===== src/rtl/gcd_sequencer.sv =====
// gcd_sequencer: initiator-side front end for the Euclidean GCD core.
// Accepts one operand pair at a time, runs it through the core (or bypasses
// the core when b==0), and returns the result on a valid/ready stream. A
// watchdog aborts a hung core with a one-cycle reset pulse and reports a
// timeout result of zero.
module gcd_sequencer #(
    parameter int W       = 32,
    parameter int TIMEOUT = 4096,
    parameter int CW      = 13
) (
    input  logic         clk,
    input  logic         reset,
    input  logic         in_valid,
    output logic         in_ready,
    input  logic [W-1:0] in_a,
    input  logic [W-1:0] in_b,
    output logic         out_valid,
    input  logic         out_ready,
    output logic [W-1:0] out_result,
    output logic         out_timeout,
    output logic         core_start,
    output logic [W-1:0] core_opa,
    output logic [W-1:0] core_opb,
    output logic         core_resetn,
    input  logic         core_done,
    input  logic [W-1:0] core_result
);

    typedef enum logic [2:0] {
        S_IDLE,
        S_START,
        S_ARM,
        S_WAIT,
        S_ABORT,
        S_RESP
    } state_t;

    // Last watchdog count value; reaching it in WAIT without done aborts.
    localparam logic [CW-1:0] CNT_LAST = CW'(TIMEOUT - 1);

    state_t        state_q, state_d;
    logic [W-1:0]  opa_q, opa_d;
    logic [W-1:0]  opb_q, opb_d;
    logic [W-1:0]  result_q, result_d;
    logic          timeout_q, timeout_d;
    logic [CW-1:0] cnt_q, cnt_d;
    logic          start_q, start_d;
    logic          abort_q, abort_d;

    // State and datapath registers; start/abort are registered so the core
    // sees glitch-free control pulses.
    always_ff @(posedge clk or posedge reset) begin
        if (reset) begin
            state_q   <= S_IDLE;
            opa_q     <= '0;
            opb_q     <= '0;
            result_q  <= '0;
            timeout_q <= 1'b0;
            cnt_q     <= '0;
            start_q   <= 1'b0;
            abort_q   <= 1'b0;
        end else begin
            state_q   <= state_d;
            opa_q     <= opa_d;
            opb_q     <= opb_d;
            result_q  <= result_d;
            timeout_q <= timeout_d;
            cnt_q     <= cnt_d;
            start_q   <= start_d;
            abort_q   <= abort_d;
        end
    end

    // Next-state logic: capture, core handshake, watchdog and response hold.
    always_comb begin
        state_d   = state_q;
        opa_d     = opa_q;
        opb_d     = opb_q;
        result_d  = result_q;
        timeout_d = timeout_q;
        cnt_d     = cnt_q;
        case (state_q)
            S_IDLE: begin
                if (in_valid) begin
                    opa_d = in_a;
                    opb_d = in_b;
                    if (in_b == '0) begin
                        // gcd(a,0)=a: answer directly, core is never started.
                        result_d  = in_a;
                        timeout_d = 1'b0;
                        state_d   = S_RESP;
                    end else begin
                        state_d = S_START;
                    end
                end
            end
            S_START: state_d = S_ARM;
            S_ARM: begin
                // core_done is still the previous job's level here; skip it.
                cnt_d   = '0;
                state_d = S_WAIT;
            end
            S_WAIT: begin
                if (core_done) begin
                    result_d  = core_result;
                    timeout_d = 1'b0;
                    state_d   = S_RESP;
                end else if (cnt_q == CNT_LAST) begin
                    result_d  = '0;
                    timeout_d = 1'b1;
                    state_d   = S_ABORT;
                end else begin
                    cnt_d = cnt_q + CW'(1);
                end
            end
            S_ABORT: state_d = S_RESP;
            S_RESP: begin
                if (out_ready) begin
                    state_d = S_IDLE;
                end
            end
            default: state_d = S_IDLE;
        endcase
        start_d = (state_d == S_START);
        abort_d = (state_d == S_ABORT);
    end

    assign in_ready    = (state_q == S_IDLE);
    assign out_valid   = (state_q == S_RESP);
    assign out_result  = result_q;
    assign out_timeout = timeout_q;
    assign core_start  = start_q;
    assign core_opa    = opa_q;
    assign core_opb    = opb_q;
    assign core_resetn = ~reset & ~abort_q;

endmodule

===== config.mk =====
export PLATFORM = sky130hd
export DESIGN_NAME = gcd_sequencer
export DESIGN_NICKNAME = d
export VERILOG_FILES = /design/src/rtl/gcd_sequencer.sv
export SDC_FILE = /design/constraint.sdc
export NUM_CORES = 1
export LEC_CHECK = 0
export BUFFER_PORTS_ARGS = -buffer_cell sky130_fd_sc_hd__buf_2
export CAP_MARGIN = 20
export CORE_UTILIZATION = 51
export CTS_BUF_LIST = sky130_fd_sc_hd__clkbuf_8
export DETAILED_ROUTE_END_ITERATION = 7
export GPL_TIMING_DRIVEN = 0
export PLACE_DENSITY = 0.83
export SYNTH_ARGS = -nofsm -noshare
export SYNTH_HDL_FRONTEND = slang
export SYNTH_SLANG_ARGS = --single-unit

===== constraint.sdc =====
create_clock -name clk -period 4.7 [get_ports clk]
set_clock_uncertainty 0.15 [all_clocks]
set_input_delay 0.235 -clock clk [delete_from_list [all_inputs] [get_ports clk]]
set_output_delay 0.235 -clock clk [all_outputs]
set_load 0.05 [all_outputs]

Yosys cells after proc, flatten, opt, wreduce, memory -nomap -nowiden

Cells that the tools add are included.

Reduce and logical (&&, ||, !) cells: 7
Equal/unequal tests: 13
Bitwise logic cells: 3
$add $sub $neg: 1
Mux-type cells: 19

Operators by type and width:

| cell                                                                    | count |
|---|---|
| 32-bit 2-to-1 mux                                                       | 4 |
| 32-bit one-hot mux with 2 select lines                                  | 1 |
| 32-bit zero test                                                        | 1 |
| 13-bit 2-to-1 mux                                                       | 2 |
| 13-bit one-hot mux with 2 select lines                                  | 1 |
| 3-bit one-hot mux with 6 select lines                                   | 1 |
| 3-bit 2-to-1 mux                                                        | 5 |
| 13-bit by 1-bit adder with 13-bit output, second input constant         | 1 |
| 13-bit by 12-bit == test with 1-bit output, second input constant       | 1 |
| 3-bit == test, second input constant                                    | 3 |
| 3-bit by 1-bit == test with 1-bit output, second input constant         | 2 |
| 3-bit by 2-bit == test with 1-bit output, second input constant         | 2 |
| 2-bit inequality test, second input constant                            | 3 |
| 1-bit 2-to-1 mux                                                        | 4 |
| 4-bit AND reduction                                                     | 1 |
| 2-bit nonzero test                                                      | 2 |
| 3-bit zero test                                                         | 1 |
| 3-bit inequality test, second input constant                            | 1 |
| 3-bit AND reduction                                                     | 1 |
| 2-bit by 1-bit inequality test with 1-bit output, second input constant | 1 |
| 1-bit NOT                                                               | 2 |
| 1-bit one-hot mux with 2 select lines                                   | 1 |
| 2-bit AND reduction                                                     | 1 |
| 1-bit AND                                                               | 1 |

Register bits: 115
Logic and storage cells: 51
Input bits: 101
Output and inout port bits: 101

Longest topological paths before layout

Depth in word-level cells: 5
Mapped depth: 8

Least setup slack after synthesis

OpenSTA, ideal clock, no wires.

Kind: register -> register
Start point: register state_q[1]
End point: register result_q[10], in the netlist out_result[10]
Arrival time: 2.280 ns
Setup slack: 2.145 ns
Required time: 4.425 ns
Cell stages (with the launch flop): 9
Library setup time: 0.125 ns
Buffers on the path: 3
Path through: dfrtp_1 buf_6 nor3_4 nand2_1 or3_1 a21o_1 buf_6 buf_6 mux2_4

Longest elaborated chain between the ends: 3
Elaborated cells between the ends (all ways): 8
Classes of those cells: eq/ne (4); mux (1); reduce/logical (3)

Ends and longest elaborated chain:

| what                                                                               | RTL line | text |
|---|---|---|
| from (decl)                                                                        | 41       | `state_t state_q, state_d;` |
| from (signal assigned)                                                             | 63       | `state_q <= state_d;` |
| 3-bit zero test *                                                                  | -        |  |
| via in_ready                                                                       | 14       | `output logic in_ready,` |
| 2-bit by 1-bit inequality test with 1-bit output (no line) (tied with other cells) | -        |  |
| 4-bit AND reduction (no line)                                                      | -        |  |
| to (signal assigned)                                                               | 66       | `result_q <= result_d;` |
| to (decl)                                                                          | 44       | `logic [W-1:0] result_q, result_d;` |

The timed path passes the listed nets; every way through them passes the cells marked *.
A chain may end at the register's enable or synchronous reset.

Worst setup path after layout

Start point: input in_b[8]
End point: register result_q[1], in the netlist out_result[1]

Longest elaborated chain between the ends: 3

Ends and longest elaborated chain:

| what                                                       | RTL line | text |
|---|---|---|
| from (decl)                                                | 16       | `input logic [W-1:0] in_b,` |
| 32-bit zero test                                           | 87       | `if (in_b == '0) begin` |
| 2-bit by 1-bit inequality test with 1-bit output (no line) | -        |  |
| 4-bit AND reduction (no line)                              | -        |  |

No other way between the ends.

==> flow_summary.toml <==
[sta]
fin_crit_ns = 2.642
setup_viol = 0
setup_tns_ns = 0
rsz0062_at_grt = "false"
slew_violations = 0
timing.final.crit_share_pct = 56.21
slew_headroom_pct = 46.80
fmax_mhz = 378.5
hold_violations = 0
tightest_slew_ns = 0.7877

[worst_setup_path]
cp.required_ns = 4.86
crit_fanout = 10
r2r_slack_ns = 2.26
worstPathArrival_ns = 2.80
end_kind = "register"
crit_path_start_kind = "input port"
crit_type = "in2reg"

[place]
dpl_cell_area_um2 = 6382
dp_hpwl_um = 10500
portBuffers = 200
place_congestion = 0.8572

[global_routing]
met2_usage_pct = 53.13
grt_use_met1_pct = 38.67
globalRouteOverflowTotal = 0
grt_use_total_pct = 32.80
antenna_found_initial = 1
grt_pass1_wl_um = 25500
grt_pass1_vias = 5203
grt_max_degree = 67
busiest_layer = "met2"
met3_usage_pct = 11.59

[die]
rows = 36
io_pins = 202
coreArea_um2 = 9819
die_h_um = 102.8
start_util_pct = 52.80
fp.dieW_um = 102.8
die_area_um2 = 10570

[detailed_routing]
first_iter_violations = 207
drtPass1Iterations = 5
vias = 5234
viasPerCell = 5.298
drc = 0
wl_per_cell_um = 16.86
final_antenna_net_count = 0
routed_wirelength_um = 16660

[clock_tree]
h-tree-depth = 4
path_clk_slew_ns = 0.07
cts_setup_buffers = 0
cts_made_buffers = 17
clk-insertion-delay-late_ns = 0.43
cts_root_buffer = "clkbuf_8"
cts_tree = "yes"
cts_sinks = 115
clockBufferDepth = 2

[power_and_ir_drop]
p_per_area_nw_per_um2 = 805.5
p_leak_uw = 0.004037
vdd_ir_drop_max_uv = 557.0

[run]
maxCapViolations = 0

[synthesis]
yosys-top-cells-count = "264 x nand2_1, 115 x dfrtp_1, 36 x o21ai_0"
post_synth.cell_area_avg_um2 = 9.292
ys.flop_type = "dfrtp_1"
synth_top_area_share_pct = 55.50
synth_top_area_cell = "dfrtp_1"
synth.area.top_cells = "dfrtp_1 56%, nand2_1 19%, mux2_4 8.4%"
synth_async_sr_flop_share_pct = 100.0
syn-instance-count = 558
post-synth-top-count-cell = "nand2_1"
ys_types = 35
ys.warnings.count = 0
ys_ff_latch = 115
synth_seq_area_share_pct = 55.50
synth_nets = 660
synth_edf_count = 0
syn_area_um2 = 5185

[worst_hold_path]
hold_class = "in2reg"

[run_status]
status = "finished, final reports clean"

[cells_and_area]
final_nets = 945
area_growth_syn_to_layout_pct = 43.39
drive_gt1_share_pct = 31.23
fin_area_um2 = 7435
diodes = 0
==> cell families (layout without fill, tap and decap cells) <==
kind of cell	count (synthesis)	count (layout)	synth area share, %
mux	32	32	9.049
flops	115	115	55.50
compound gates	48	48	5.261
buf+inv	36	333	3.402
fa+ha+maj	1	1	0.2413
simple gates	317	317	25.02
xor+xnor	9	9	1.520
==> layout by cell type, fill, tap and decap left out, types with 5 or more instances in the layout <==
master and count:
buf_1 6, o21ai_0 36, dlygate4sd3_1 65, nand2_1 264, nand3_1 5, nand4_1 7
xnor2_1 5, nor4_1 10, mux2_4 29, buf_6 5, dfrtp_1 115, clkbuf_1 20
clkbuf_8 19, buf_2 200, nor2_1 15, inv_1 5
==> worst paths after layout <==
path	from	endpoint	cells after the start
min in group asynchronous	reset	out_result[6]	3
worst max-delay path	in_b[8]	out_result[1]	9
worst min-delay path	core_result[29]	out_result[29]	4
worst max register to register	state_q[2]	out_result[23]	6
worst min register to register	core_opa[18]	core_opa[18]	2
max in group asynchronous	reset	out_result[28]	4
==> where the power goes <==
group          internal (uW)  leakage [uW]  switching, uW
clock                    541      0.000206            398
sequential              1420       0.00145            257
combinational            959       0.00238           2410
==> critical path: stages <==
cell	delay, ns
dlygate4sd3_1	0.54
buf_2	0.15
nor4_1	0.35
nand4_1	0.23
or3_1	0.48
a21o_1	0.22
buf_6	0.14
buf_6	0.15
mux2_4	0.31
==> layout make-up <==
class / count / area, um2
buffer: 32 / 161.4
clock buffer: 19 / 261.5
clock inverter: 12 / 140.1
fill: 683 / 2385
inverter: 4 / 17.52
multi-input combinational: 407 / 2131
sequential: 115 / 2878
tap: 133 / 166.4
timing repair buffer: 266 / 1679
==> flip-flops by register name (all words and copies together), names as in the netlist <==
signal and count:
out_timeout 1, abort_q 1, core_start 1, out_result 32
core_opa 32, core_opb 32, cnt_q 13, state_q 3
==> per-layer routing <==
metal	vias up	wire (um)
met5	-	0
met4	0	609
met3	60	1559
met2	295	8090
met1	2503	6399
li1	2376	-
==> repair_timing <==
| item | 4_1_cts | 5_1_grt |
|---|---|---|
| hold endpoints to repair | 117 | 0 |
| hold buffers | 65 | 0 |
| gates resized for setup | 0 | 0 |
==> through the flow <==
step	util (%)	hold WS [ns]	instances	total power, uW	setup WS [ns]
after floorplan	-	0.1904	558	4167	1.271
after global placement	64.69	0.2906	891	4868	0.1007
after detailed placement	65.00	0.2311	892	4951	2.275
after CTS	75.71	0.02281	988	5941	2.180
after global routing	75.71	0.05665	988	6295	2.014
final	75.71	0.04065	988	5989	2.058
Note: power is estimated with default switching activity, not from simulation.
